$ cat src/rtl/uart_rx_ctrl.sv
// -----------------------------------------------------------------------------
// uart_rx_ctrl
//
// Register-mapped controller for one uart_rx datapath core on the BeagleWire
// host bus. It owns the core's configuration, holds the core in reset while
// disabled, and defers configuration changes until the core is idle. Received
// words are buffered in a FIFO, with sticky error status and a level interrupt.
//
// Parameters:
//   FIFO_DEPTH        RX FIFO entries (2, 4, 8 or 16)
//
// Ports:
//   clk, rst          system clock, synchronous active-high reset
//   addr              register select: 0 CTRL, 1 CLKDIV, 2 STATUS, 3 DATA
//   wr_en, rd_en      one-cycle write / read strobes
//   wdata, rdata      write data / registered read data
//   irq               level interrupt
//   rx_rst            reset to the core
//   rx_clk_div, rx_bits_per_word, rx_parity_en, rx_parity_odd,
//   rx_two_stop_bit   active configuration driven to the core
//   rx_data, rx_new_data, rx_frame_error, rx_busy
//                     status and data from the core
//
// Build option:
//   UART_RX_CTRL_LEVEL_EN  when defined, STATUS[9:5] reports the FIFO level;
//                          otherwise those bits read 0.
// -----------------------------------------------------------------------------
module uart_rx_ctrl #(
  parameter int unsigned FIFO_DEPTH = 16
) (
  input  logic        clk,
  input  logic        rst,
  input  logic [1:0]  addr,
  input  logic        wr_en,
  input  logic        rd_en,
  input  logic [15:0] wdata,
  output logic [15:0] rdata,
  output logic        irq,
  output logic        rx_rst,
  output logic [15:0] rx_clk_div,
  output logic [4:0]  rx_bits_per_word,
  output logic        rx_parity_en,
  output logic        rx_parity_odd,
  output logic        rx_two_stop_bit,
  input  logic [15:0] rx_data,
  input  logic        rx_new_data,
  input  logic        rx_frame_error,
  input  logic        rx_busy
);

  localparam int unsigned AW = (FIFO_DEPTH > 1) ? $clog2(FIFO_DEPTH) : 1;
  localparam int unsigned CW = AW + 1;

  localparam logic [1:0] ADDR_CTRL   = 2'd0;
  localparam logic [1:0] ADDR_CLKDIV = 2'd1;
  localparam logic [1:0] ADDR_STATUS = 2'd2;
  localparam logic [1:0] ADDR_DATA   = 2'd3;

  localparam logic [1:0] ST_OFF   = 2'd0;
  localparam logic [1:0] ST_APPLY = 2'd1;
  localparam logic [1:0] ST_RUN   = 2'd2;
  localparam logic [1:0] ST_PEND  = 2'd3;

  // Sequencer
  logic [1:0]  state_q, state_d;

  // CTRL / CLKDIV shadow registers
  logic        enable_q, enable_d;
  logic        sh_parity_en_q, sh_parity_en_d;
  logic        sh_parity_odd_q, sh_parity_odd_d;
  logic        sh_two_stop_q, sh_two_stop_d;
  logic [4:0]  sh_bpw_q, sh_bpw_d;
  logic        irq_data_en_q, irq_data_en_d;
  logic        irq_err_en_q, irq_err_en_d;
  logic [15:0] sh_clk_div_q, sh_clk_div_d;

  // Active configuration seen by the core
  logic [15:0] act_clk_div_q, act_clk_div_d;
  logic [4:0]  act_bpw_q, act_bpw_d;
  logic        act_parity_en_q, act_parity_en_d;
  logic        act_parity_odd_q, act_parity_odd_d;
  logic        act_two_stop_q, act_two_stop_d;

  // Capture, status, FIFO, read port
  logic          new_data_q;
  logic          overrun_q, overrun_d;
  logic          frame_err_q, frame_err_d;
  logic [AW-1:0] wr_ptr_q, wr_ptr_d;
  logic [AW-1:0] rd_ptr_q, rd_ptr_d;
  logic [CW-1:0] count_q, count_d;
  logic [15:0]   rdata_q, rdata_d;
  logic [15:0]   mem_q [FIFO_DEPTH];

  // Decode
  logic        wr_ctrl, wr_clkdiv, wr_status, rd_data;
  logic        flush, cfg_change;
  logic        rise, capture_en, push_req, push, pop;
  logic        full, empty;
  logic [15:0] push_mask, push_data;
  logic [4:0]  level;
  logic [15:0] ctrl_word, status_word;

  assign wr_ctrl   = wr_en && (addr == ADDR_CTRL);
  assign wr_clkdiv = wr_en && (addr == ADDR_CLKDIV);
  assign wr_status = wr_en && (addr == ADDR_STATUS);
  assign rd_data   = rd_en && (addr == ADDR_DATA);
  assign flush     = wr_ctrl && wdata[15];

  // Only bits [8:1] of CTRL belong to the core; enable and irq masks never
  // force a re-apply.
  assign cfg_change = (wr_ctrl &&
                       (wdata[8:1] != {sh_bpw_q, sh_two_stop_q, sh_parity_odd_q, sh_parity_en_q}))
                    || wr_clkdiv;

  // ---------------------------------------------------------------------------
  // Host-visible control registers
  // ---------------------------------------------------------------------------
  always_comb begin
    // NOTE: every signal assigned in a combinational block gets a default
    // first so no path leaves it unassigned (which would infer a latch).
    enable_d        = enable_q;
    sh_parity_en_d  = sh_parity_en_q;
    sh_parity_odd_d = sh_parity_odd_q;
    sh_two_stop_d   = sh_two_stop_q;
    sh_bpw_d        = sh_bpw_q;
    irq_data_en_d   = irq_data_en_q;
    irq_err_en_d    = irq_err_en_q;
    sh_clk_div_d    = sh_clk_div_q;
    if (wr_ctrl) begin
      enable_d        = wdata[0];
      sh_parity_en_d  = wdata[1];
      sh_parity_odd_d = wdata[2];
      sh_two_stop_d   = wdata[3];
      sh_bpw_d        = wdata[8:4];
      irq_data_en_d   = wdata[9];
      irq_err_en_d    = wdata[10];
    end
    if (wr_clkdiv) begin
      sh_clk_div_d = wdata;
    end
  end

  // ---------------------------------------------------------------------------
  // Sequencer. Transitions look at the next enable value so that a CTRL write
  // moves the FSM on the very edge that captures it.
  // ---------------------------------------------------------------------------
  assign rise = rx_new_data && !new_data_q;

  always_comb begin
    state_d = state_q;
    case (state_q)
      ST_OFF:   if (enable_d) state_d = ST_APPLY;
      ST_APPLY: begin
        if (!enable_d)       state_d = ST_OFF;
        else if (cfg_change) state_d = ST_PEND;  // shadow moved after the copy
        else                 state_d = ST_RUN;
      end
      ST_RUN: begin
        if (!enable_d)       state_d = ST_OFF;
        else if (cfg_change) state_d = ST_PEND;
      end
      ST_PEND: begin
        if (!enable_d)               state_d = ST_OFF;
        else if (!rx_busy && !rise)  state_d = ST_APPLY;
      end
      default: state_d = ST_OFF;
    endcase
  end

  assign rx_rst     = (state_q == ST_OFF) || (state_q == ST_APPLY);
  assign capture_en = (state_q == ST_RUN) || (state_q == ST_PEND);

  // Active configuration follows the shadow while the core is held in reset.
  always_comb begin
    act_clk_div_d    = act_clk_div_q;
    act_bpw_d        = act_bpw_q;
    act_parity_en_d  = act_parity_en_q;
    act_parity_odd_d = act_parity_odd_q;
    act_two_stop_d   = act_two_stop_q;
    if (rx_rst) begin
      act_clk_div_d    = sh_clk_div_q;
      act_bpw_d        = sh_bpw_q;
      act_parity_en_d  = sh_parity_en_q;
      act_parity_odd_d = sh_parity_odd_q;
      act_two_stop_d   = sh_two_stop_q;
    end
  end

  // ---------------------------------------------------------------------------
  // Capture and FIFO
  // ---------------------------------------------------------------------------
  assign full     = (count_q == CW'(FIFO_DEPTH));
  assign empty    = (count_q == '0);
  assign pop      = rd_data && !empty;
  assign push_req = rise && capture_en;
  // A pop in the same cycle frees the slot the push needs.
  assign push     = push_req && !flush && (!full || pop);

  always_comb begin
    for (int i = 0; i < 16; i++) begin
      push_mask[i] = (5'(i) <= act_bpw_q);
    end
  end
  assign push_data = rx_data & push_mask;

  always_comb begin
    wr_ptr_d = wr_ptr_q;
    rd_ptr_d = rd_ptr_q;
    count_d  = count_q;
    if (flush) begin
      wr_ptr_d = '0;
      rd_ptr_d = '0;
      count_d  = '0;
    end else begin
      if (push) wr_ptr_d = wr_ptr_q + AW'(1);
      if (pop)  rd_ptr_d = rd_ptr_q + AW'(1);
      if (push && !pop)      count_d = count_q + CW'(1);
      else if (pop && !push) count_d = count_q - CW'(1);
    end
  end

  // Sticky errors: a new event in the clearing cycle wins over the clear.
  always_comb begin
    overrun_d   = overrun_q;
    frame_err_d = frame_err_q;
    if (wr_status && wdata[2]) overrun_d   = 1'b0;
    if (wr_status && wdata[3]) frame_err_d = 1'b0;
    if (push_req && !flush && full && !pop) overrun_d   = 1'b1;
    if (push_req && rx_frame_error)         frame_err_d = 1'b1;
  end

  // ---------------------------------------------------------------------------
  // Read port
  // ---------------------------------------------------------------------------
`ifdef UART_RX_CTRL_LEVEL_EN
  assign level = 5'(count_q);
`else
  assign level = 5'd0;
`endif

  assign ctrl_word   = {5'd0, irq_err_en_q, irq_data_en_q, sh_bpw_q,
                        sh_two_stop_q, sh_parity_odd_q, sh_parity_en_q, enable_q};
  assign status_word = {6'd0, level, rx_busy, frame_err_q, overrun_q, full, empty};

  always_comb begin
    rdata_d = rdata_q;
    if (rd_en) begin
      case (addr)
        ADDR_CTRL:   rdata_d = ctrl_word;
        ADDR_CLKDIV: rdata_d = sh_clk_div_q;
        ADDR_STATUS: rdata_d = status_word;
        default:     rdata_d = pop ? mem_q[rd_ptr_q] : 16'd0;
      endcase
    end
  end

  // ---------------------------------------------------------------------------
  // Registers
  // ---------------------------------------------------------------------------
  always_ff @(posedge clk) begin
    // NOTE: sequential state uses non-blocking assignments so every flop
    // samples its inputs from before the edge, independent of statement order.
    if (rst) begin
      state_q          <= ST_OFF;
      enable_q         <= 1'b0;
      sh_parity_en_q   <= 1'b0;
      sh_parity_odd_q  <= 1'b0;
      sh_two_stop_q    <= 1'b0;
      sh_bpw_q         <= '0;
      irq_data_en_q    <= 1'b0;
      irq_err_en_q     <= 1'b0;
      sh_clk_div_q     <= '0;
      act_clk_div_q    <= '0;
      act_bpw_q        <= '0;
      act_parity_en_q  <= 1'b0;
      act_parity_odd_q <= 1'b0;
      act_two_stop_q   <= 1'b0;
      new_data_q       <= 1'b0;
      overrun_q        <= 1'b0;
      frame_err_q      <= 1'b0;
      wr_ptr_q         <= '0;
      rd_ptr_q         <= '0;
      count_q          <= '0;
      rdata_q          <= '0;
    end else begin
      state_q          <= state_d;
      enable_q         <= enable_d;
      sh_parity_en_q   <= sh_parity_en_d;
      sh_parity_odd_q  <= sh_parity_odd_d;
      sh_two_stop_q    <= sh_two_stop_d;
      sh_bpw_q         <= sh_bpw_d;
      irq_data_en_q    <= irq_data_en_d;
      irq_err_en_q     <= irq_err_en_d;
      sh_clk_div_q     <= sh_clk_div_d;
      act_clk_div_q    <= act_clk_div_d;
      act_bpw_q        <= act_bpw_d;
      act_parity_en_q  <= act_parity_en_d;
      act_parity_odd_q <= act_parity_odd_d;
      act_two_stop_q   <= act_two_stop_d;
      new_data_q       <= rx_new_data;
      overrun_q        <= overrun_d;
      frame_err_q      <= frame_err_d;
      wr_ptr_q         <= wr_ptr_d;
      rd_ptr_q         <= rd_ptr_d;
      count_q          <= count_d;
      rdata_q          <= rdata_d;
    end
  end

  // NOTE: the storage array has no reset; occupancy is tracked by the
  // pointers and count, so stale contents are never observable.
  always_ff @(posedge clk) begin
    if (push) mem_q[wr_ptr_q] <= push_data;
  end

  // ---------------------------------------------------------------------------
  // Outputs
  // ---------------------------------------------------------------------------
  assign rdata            = rdata_q;
  assign irq              = (irq_data_en_q && !empty) ||
                            (irq_err_en_q && (overrun_q || frame_err_q));
  assign rx_clk_div       = act_clk_div_q;
  assign rx_bits_per_word = act_bpw_q;
  assign rx_parity_en     = act_parity_en_q;
  assign rx_parity_odd    = act_parity_odd_q;
  assign rx_two_stop_bit  = act_two_stop_q;

endmodule

$ cat config.mk
export PLATFORM = sky130hd
export DESIGN_NAME = uart_rx_ctrl
export DESIGN_NICKNAME = d
export VERILOG_FILES = /design/src/rtl/uart_rx_ctrl.sv
export SDC_FILE = /design/constraint.sdc
export NUM_CORES = 1
export LEC_CHECK = 0
export CAP_MARGIN = 20
export CORE_ASPECT_RATIO = 0.6
export CORE_MARGIN = 4
export CORE_UTILIZATION = 59
export DETAILED_ROUTE_END_ITERATION = 8
export GPL_ROUTABILITY_DRIVEN = 0
export PLACE_DENSITY = 0.79
export SETUP_SLACK_MARGIN = 0.5
export SYNTH_ARGS = -nofsm -noshare
export SYNTH_HDL_FRONTEND = slang
export SYNTH_SLANG_ARGS = --single-unit
$ cat constraint.sdc
create_clock -name clk -period 3.9 [get_ports clk]
set_input_delay 0.975 -clock clk [delete_from_list [all_inputs] [get_ports clk]]
set_output_delay 0.975 -clock clk [all_outputs]
set_load 0.05 [all_outputs]
==> results of run 1 <==
-- Yosys cell counts (2+ instances only) --
| master | count | share of area (%) |
|---|---|---|
| inv_1 | 6 | 0.16 |
| a21boi_0 | 6 | 0.33 |
| ha_1 | 9 | 0.82 |
| clkbuf_1 | 32 | 0.87 |
| o21a_1 | 5 | 0.27 |
| nor3_1 | 15 | 0.54 |
| mux4_2 | 57 | 9.3 |
| mux2_2 | 17 | 1.4 |
| a211o_1 | 4 | 0.25 |
| xnor2_1 | 6 | 0.38 |
| buf_1 | 7 | 0.19 |
| or3_1 | 2 | 0.091 |
| a31oi_1 | 8 | 0.36 |
| buf_6 | 3 | 0.24 |
| nand3_1 | 7 | 0.25 |
| o21ai_0 | 11 | 0.40 |
| nor2b_1 | 12 | 0.54 |
| nor4_1 | 2 | 0.091 |
| o211ai_1 | 8 | 0.44 |
| and2_1 | 3 | 0.14 |
| dfxtp_1 | 89 | 13 |
| a21o_1 | 2 | 0.11 |
| o21bai_1 | 5 | 0.27 |
| mux4_1 | 8 | 1.5 |
| a221oi_1 | 6 | 0.38 |
| edfxtp_1 | 256 | 56 |
| buf_2 | 12 | 0.44 |
| mux2i_1 | 47 | 3.4 |
| nand2b_1 | 4 | 0.18 |
| o31a_1 | 2 | 0.13 |
| nor2_1 | 68 | 1.9 |
| nand2_1 | 82 | 2.2 |
| nand4_1 | 2 | 0.091 |
| xor2_1 | 13 | 0.83 |
| a21oi_1 | 42 | 1.5 |
-- worst min-delay path, cell delays in order (launching register included) --
cell and delay, ps:
dfxtp_1 330, nand2_1 60, a21oi_1 50
-- cell families (layout without fill, tap and decap cells) --
group	count (synthesis)	count (layout)	synth area share [%]
mux	129	129	15.6
simple gates	203	203	6.47
flops	345	345	68.6
buf+inv	62	198	2.09
xor+xnor	19	19	1.21
fa+ha+maj	10	10	0.961
compound gates	105	105	5.01
-- final cells by class --
| cell class | instances | area, um^2 | share of cell area [%] |
|---|---|---|---|
| clock buffers | 35 | 825 | 5.07 |
| clock inverters | 18 | 155 | 0.953 |
| inverters | 6 | 22.5 | 0.138 |
| multi-input cells | 466 | 4090 | 25.1 |
| flip-flops and latches | 345 | 9470 | 58.2 |
| well taps | 315 | 394 | 2.42 |
| repair buffers | 139 | 1320 | 8.10 |
-- sequential cells by signal, indices dropped and copies added (netlist names), named ones only --
signal and cells:
count_q 5, sh_parity_odd_q 1, irq_data_en_q 1, overrun_q 1, rx_parity_en 1, wr_ptr_q 4, rd_ptr_q 4, sh_bpw_q 5
new_data_q 1, rx_clk_div 16, enable_q 1, irq_err_en_q 1, rx_two_stop_bit 1, rx_bits_per_word 5, sh_parity_en_q 1, rdata 16
mem_q 256, rx_parity_odd 1, state_q 2, sh_two_stop_q 1, sh_clk_div_q 16, frame_err_q 1
-- path summary, 6_finish.rpt --
kind | startpoint | depth (start not counted) | end
hold / removal | sh_clk_div_q[7] | 2 | sh_clk_div_q[7]
setup reg to reg | count_q[0] | 11 | count_q[4]
setup / recovery | addr[0] | 11 | count_q[4]
hold reg to reg | sh_clk_div_q[7] | 2 | sh_clk_div_q[7]
-- power by group through the flow --
| stage | clock, uW | combinational (uW) | sequential [uW] |
|---|---|---|---|
| finish | 2930 | 267 | 3950 |
| global route | 3140 | 282 | 3950 |
| CTS | 2970 | 261 | 3950 |
| detailed placement | 0 | 259 | 4030 |
| global placement | 0 | 254 | 4030 |
| floorplan | 0 | 95.2 | 4070 |
-- metal layers --
layer  track usage [%]  routed length (um)  vias up
met5                 0                  11        -
met4              4.92                 491        2
met3              6.13                3810       46
met2              36.7               14800      438
met1              40.9               13900     4097
li1                  -                   -     3551
-- stage by stage --
step                      utilization (%)  area (um^2)
after global placement               66.3        15300
final                                70.7        16300
after detailed placement             66.3        15300
after floorplan                         -        13800
after global routing                 70.7        16300
after CTS                            70.5        16200
==> qor.csv, run 1 <==
metric;value;unit
Final HPWL DP;21400;um
# DRC;0;
Seq cells post-synth;345;
vias in the first global route;7907;
maxcap violations;0;
worst skew pair latency;540;ps
Worst-path clk slew;70;ps
# diodes;0;
CTS tree;built;
final worst slack;638;ps
sw power;1470;uW
post-CTS resize count;1;
Synth Warn #;0;
status;finished, final reports clean;
Syn-to-layout area delta;18.0;%
EDFF count, synth;256;
final WL;33000;um
WP data arrival;3740;ps
Filler cells;1512;
critical path, cell by cell;clkdlybuf4s50_1 -> nand3_1 -> a311oi_4 -> ha_1 -> inv_1 -> fa_1 -> a21o_1 -> a21oi_1 -> xnor2_1 -> or3_1 -> a21oi_1;
Fin Setup TNS;0;ps
Critical Path RT;4370;ps
Seq/Total Area, Yosys;68.6;%
non-filler cells, final;1324;
Worst Setup Path Type;primary input to flip-flop;
Int Pwr;5680;uW
endpoints failing setup;0;
CP max-delay cell;clkdlybuf4s50_1;
Root Buffer;clkbuf_16;
Max IR drop VDD;279;uV
num ports;83;
total chip power;7150;uW
largest net degree at the start of global routing;40;
initial drt markers;903;
Hold Vio Cnt, Final;0;
fmax;0.307;GHz
placed cells;1268;
gr usage total;25.6;%
Syn Std Cell Area;13800;um^2
Starting Density;59.9;%
layout cells sized above 1;20.6;%
clock share of power;41.0;%
global route overflow;0;
die span in x;205;um
clock skew;10.4;ps
H-tree levels;1;
count of cell types in the netlist;50;
CP Launch Type;primary input;
Reg2Reg Setup Slack;1060;ps
Buffers on Ports;82;
max_slew headroom;26.5;%
minimum clock period;3260;ps
die height;126;um
Reg power frac;55.3;%
initial antenna violation count;2;
Pre-Repair DR Iteration Count;5;
clk buf depth;3;
Syn Inst Count;873;
CP endpoint kind;flip-flop;
die area;26000;um^2
Post-Syn Nets;924;
Place WS;147;ps
Core ar.;23000;um^2
WHS;477;ps
commonest non-fill, non-tap cell in the layout;edfxtp_1;
asr flop ratio synth;0;%
vias;8134;
TritonCTS Buffers;29;
syn avg cell area;15.8;um^2
Synth Flop Type;edfxtp_1;
Crit path max-delay family;compound AO/OA/AOI/OAI gates;
clk sinks;345;
Comb pwr share;3.7;%
max incr delay on CP;570;ps
first-pass GRT wire length;49700;um
unrepaired setup endpoints after global routing;no;
Site Rows;43;
crit share post-route;83.6;%
most frequent cells in the layout;256 x edfxtp_1, 87 x dfxtp_1, 82 x nand2_1;
pwr/cell area;439;nW/um^2
Hold Buf Count CTS;0;
total setup buffers inserted after CTS;0;
Tightest Pin Transition;1100;ps
Worst Hold Class;flip-flop to flip-flop;
CP dominant cell by count;a21oi_1;
antenna-violating nets left;0;
DR WL/cell;25.0;um
Lkg Pwr;0.00538;uW
Final Max Slew Viols;0;
worst-path maximum fanout;4;
Bufs and invs on worst path;2;
sw frac;20.6;%
DR vias/cell;6.14;
Net count, final;1038;
Power figures use the tool's default switching activity.
==> inputs of run 2 (changes only) <==
--- a/config.mk
+++ b/config.mk
@@ -8,10 +8,10 @@
 export CAP_MARGIN = 20
 export CORE_ASPECT_RATIO = 0.6
 export CORE_MARGIN = 4
-export CORE_UTILIZATION = 59
+export CORE_UTILIZATION = 53
 export DETAILED_ROUTE_END_ITERATION = 8
 export GPL_ROUTABILITY_DRIVEN = 0
-export PLACE_DENSITY = 0.79
+export PLACE_DENSITY = 0.75
 export SETUP_SLACK_MARGIN = 0.5
 export SYNTH_ARGS = -nofsm -noshare
 export SYNTH_HDL_FRONTEND = slang
==> constraint.sdc (replaced) <==
create_clock -name clk -period 2.7 [get_ports clk]
set_input_delay 0.675 -clock clk [delete_from_list [all_inputs] [get_ports clk]]
set_output_delay 0.675 -clock clk [all_outputs]
set_load 0.05 [all_outputs]
==> run 2 against run 1 <==
Final cell count increased by 5.9%. Combinational power is 43% higher. Hold slack got worse by 45 ps. Sequential power rose by 44%. Global-route usage decreased by 2.0 points. Die area rose by 11%. Register-to-register slack got worse by 850 ps. Routed wire length increased by 5.0%. Utilization is 3.5 points lower. Setup slack got worse by 450 ps. Sequential cell count is the same. Critical endpoint is now irq. Largest cell class unchanged. Highest routed layer is now met4.
==> qor.csv, run 2 (synthesis gave the netlist of run 1 again) <==
metric;value;unit;change
status;finished, final reports clean;;
non-filler cells, final;1402;;+5.9%
crit share post-route;93.1;%;
die area;28800;um^2;+11%
WP data arrival;1840;ps;-1900 ps
commonest non-fill, non-tap cell in the layout;edfxtp_1;;
Max IR drop VDD;502;uV;+80%
CTS tree;built;;
Tightest Pin Transition;716;ps;-385 ps
clock skew;15.8;ps;+5.44 ps
antenna-violating nets left;0;;unchanged
clk buf depth;3;;unchanged
Int Pwr;8260;uW;+46%
vias in the first global route;8252;;+4.4%
Worst Setup Path Type;flip-flop to primary output;;
Worst-path clk slew;60;ps;about the same
layout cells sized above 1;25.4;%;+4.8 points
total chip power;10400;uW;+45%
Hold Vio Cnt, Final;0;;unchanged
Core ar.;25400;um^2;+11%
Final HPWL DP;22000;um;+3.0%
clock share of power;41.4;%;+0.4 points
Lkg Pwr;0.00586;uW;+8.9%
initial antenna violation count;0;;-2
Fin Setup TNS;0;ps;unchanged
TritonCTS Buffers;29;;unchanged
max_slew headroom;52.2;%;+26 points
maxcap violations;0;;unchanged
most frequent cells in the layout;256 x edfxtp_1, 83 x dfxtp_1, 77 x nand2_1;;
Root Buffer;clkbuf_16;;
DR vias/cell;6.00;;-2.4%
CP Launch Type;flip-flop;;
largest net degree at the start of global routing;48;;+20%
sw power;2120;uW;+44%
Placed Area;15800;um^2;+3.5%
minimum clock period;2510;ps;
Starting Density;54.2;%;-5.7 points
die span in x;216;um;+5.3%
Most flops, register;mem_q;;
num ports;83;;unchanged
Syn-to-layout area delta;24.0;%;
Final Max Slew Viols;0;;unchanged
Filler cells;1758;;+16%
global route overflow;0;;unchanged
# DRC;0;;unchanged
placed cells;1328;;+4.7%
initial drt markers;1016;;+13%
worst-path maximum fanout;3;;-1
Reg power frac;54.9;%;-0.4 points
Comb pwr share;3.7;%;about the same
first-pass GRT wire length;51300;um;+3.3%
# diodes;0;;unchanged
fin area;17100;um^2;+5.1%
endpoints failing setup;0;;unchanged
fmax;0.398;GHz;
CP endpoint kind;primary output;;
H-tree levels;1;;unchanged
pwr/cell area;607;nW/um^2;+38%
Hold Crit Depth;3;;+1
max FFs per register;256;;unchanged
FF-to-FF path depth;11;;unchanged
unrepaired setup endpoints after global routing;yes;;
Hold Buf Count CTS;0;;unchanged
gr usage total;23.6;%;-2.0 points
Buffers on Ports;82;;unchanged
Pre-Repair DR Iteration Count;6;;+1
final WL;34700;um;+5.0%
vias;8405;;+3.3%
Reg2Reg Setup Slack;210;ps;-850 ps
die height;133;um;+5.2%
Critical Path RT;2030;ps;-2340 ps
Site Rows;45;;+4.7%
Multi-input gate area;4290;um^2;+4.9%
clk sinks;345;;unchanged
Reg area;9490;um^2;+0.13%
Net count, final;1079;;+3.9%
DR WL/cell;24.8;um;-0.84%
Worst Hold Class;primary input to flip-flop;;
sw frac;20.4;%;-0.19 points
worst skew pair latency;550;ps;about the same
run 2: changes by cell type in the layout (fill, tap and decap cells not counted), moves of 4 or more:
cell,delta
buf_12,+22
buf_4,+13
buf_6,+7
clkbuf_1,+9
clkdlybuf4s50_1,-47
clkinv_2,-5
dfxtp_1,-4
dlygate4sd2_1,+39
nand2_1,-5
nand2_4,+4
nor2_2,-12
nor2_4,+12
nor3_2,-4
nor3_4,+4
run 2: metal layers:
layer | track usage (%) | share of wire [%] | up-vias
li1 | - | - | 3642
met2 | 33.8 | 44 | 407
met5 | 0 | 0 | -
met4 | 4.26 | 1.6 | 0
met1 | 37.2 | 44 | 4305
met3 | 5.90 | 11 | 51
run 2: area by class of cell:
class                      count  share of cell area, %
clock buffer                  41                   4.68
clock inverter                12                  0.966
inverter                       6                  0.146
multi-input combinational    466                   25.1
sequential                   345                   55.5
tap                          352                   2.57
timing repair buffer         180                   11.1
run 2: final timing paths:
kind	from	end
min reg2reg	rdata[8]	rdata[8]
max reg2reg	count_q[1]	count_q[4]
min	wdata[15]	sh_clk_div_q[15]
max	count_q[1]	irq
run 2: through the flow:
stage / hold WS, ps / util, % / worst slack [ps]
global route: 409 / 67.2 / 114
global placement: 460 / 62.1 / -693
floorplan: 443 / - / -255
finish: 432 / 67.2 / 188
CTS: 476 / 66.1 / 220
detailed placement: 466 / 62.1 / -737
run 2: timing repair:
action / 4_1_cts / 5_1_grt
endpoints found under the hold margin: 0 / 0
setup buffers: 7 / 10
pin swaps: 14 / 15
gates cloned: 0 / 3
endpoints found under the setup margin: 308 / 192
gates resized for setup: 71 / 32
run 2: worst max-delay path, cell delays in order (launching register included):
cell and delay (ps):
dfxtp_4 360, nor4_4 400, buf_4 190, a21bo_4 140, nand2_4 50, buf_8 160
run 2: power groups by stage:
stage                     clock network [uW]  registers, uW  logic [uW]
after detailed placement                   0           5820         387
after floorplan                            0           5880         139
after global routing                    4580           5700         405
after global placement                     0           5820         380
final                                   4300           5700         382
after CTS                               4350           5700         375
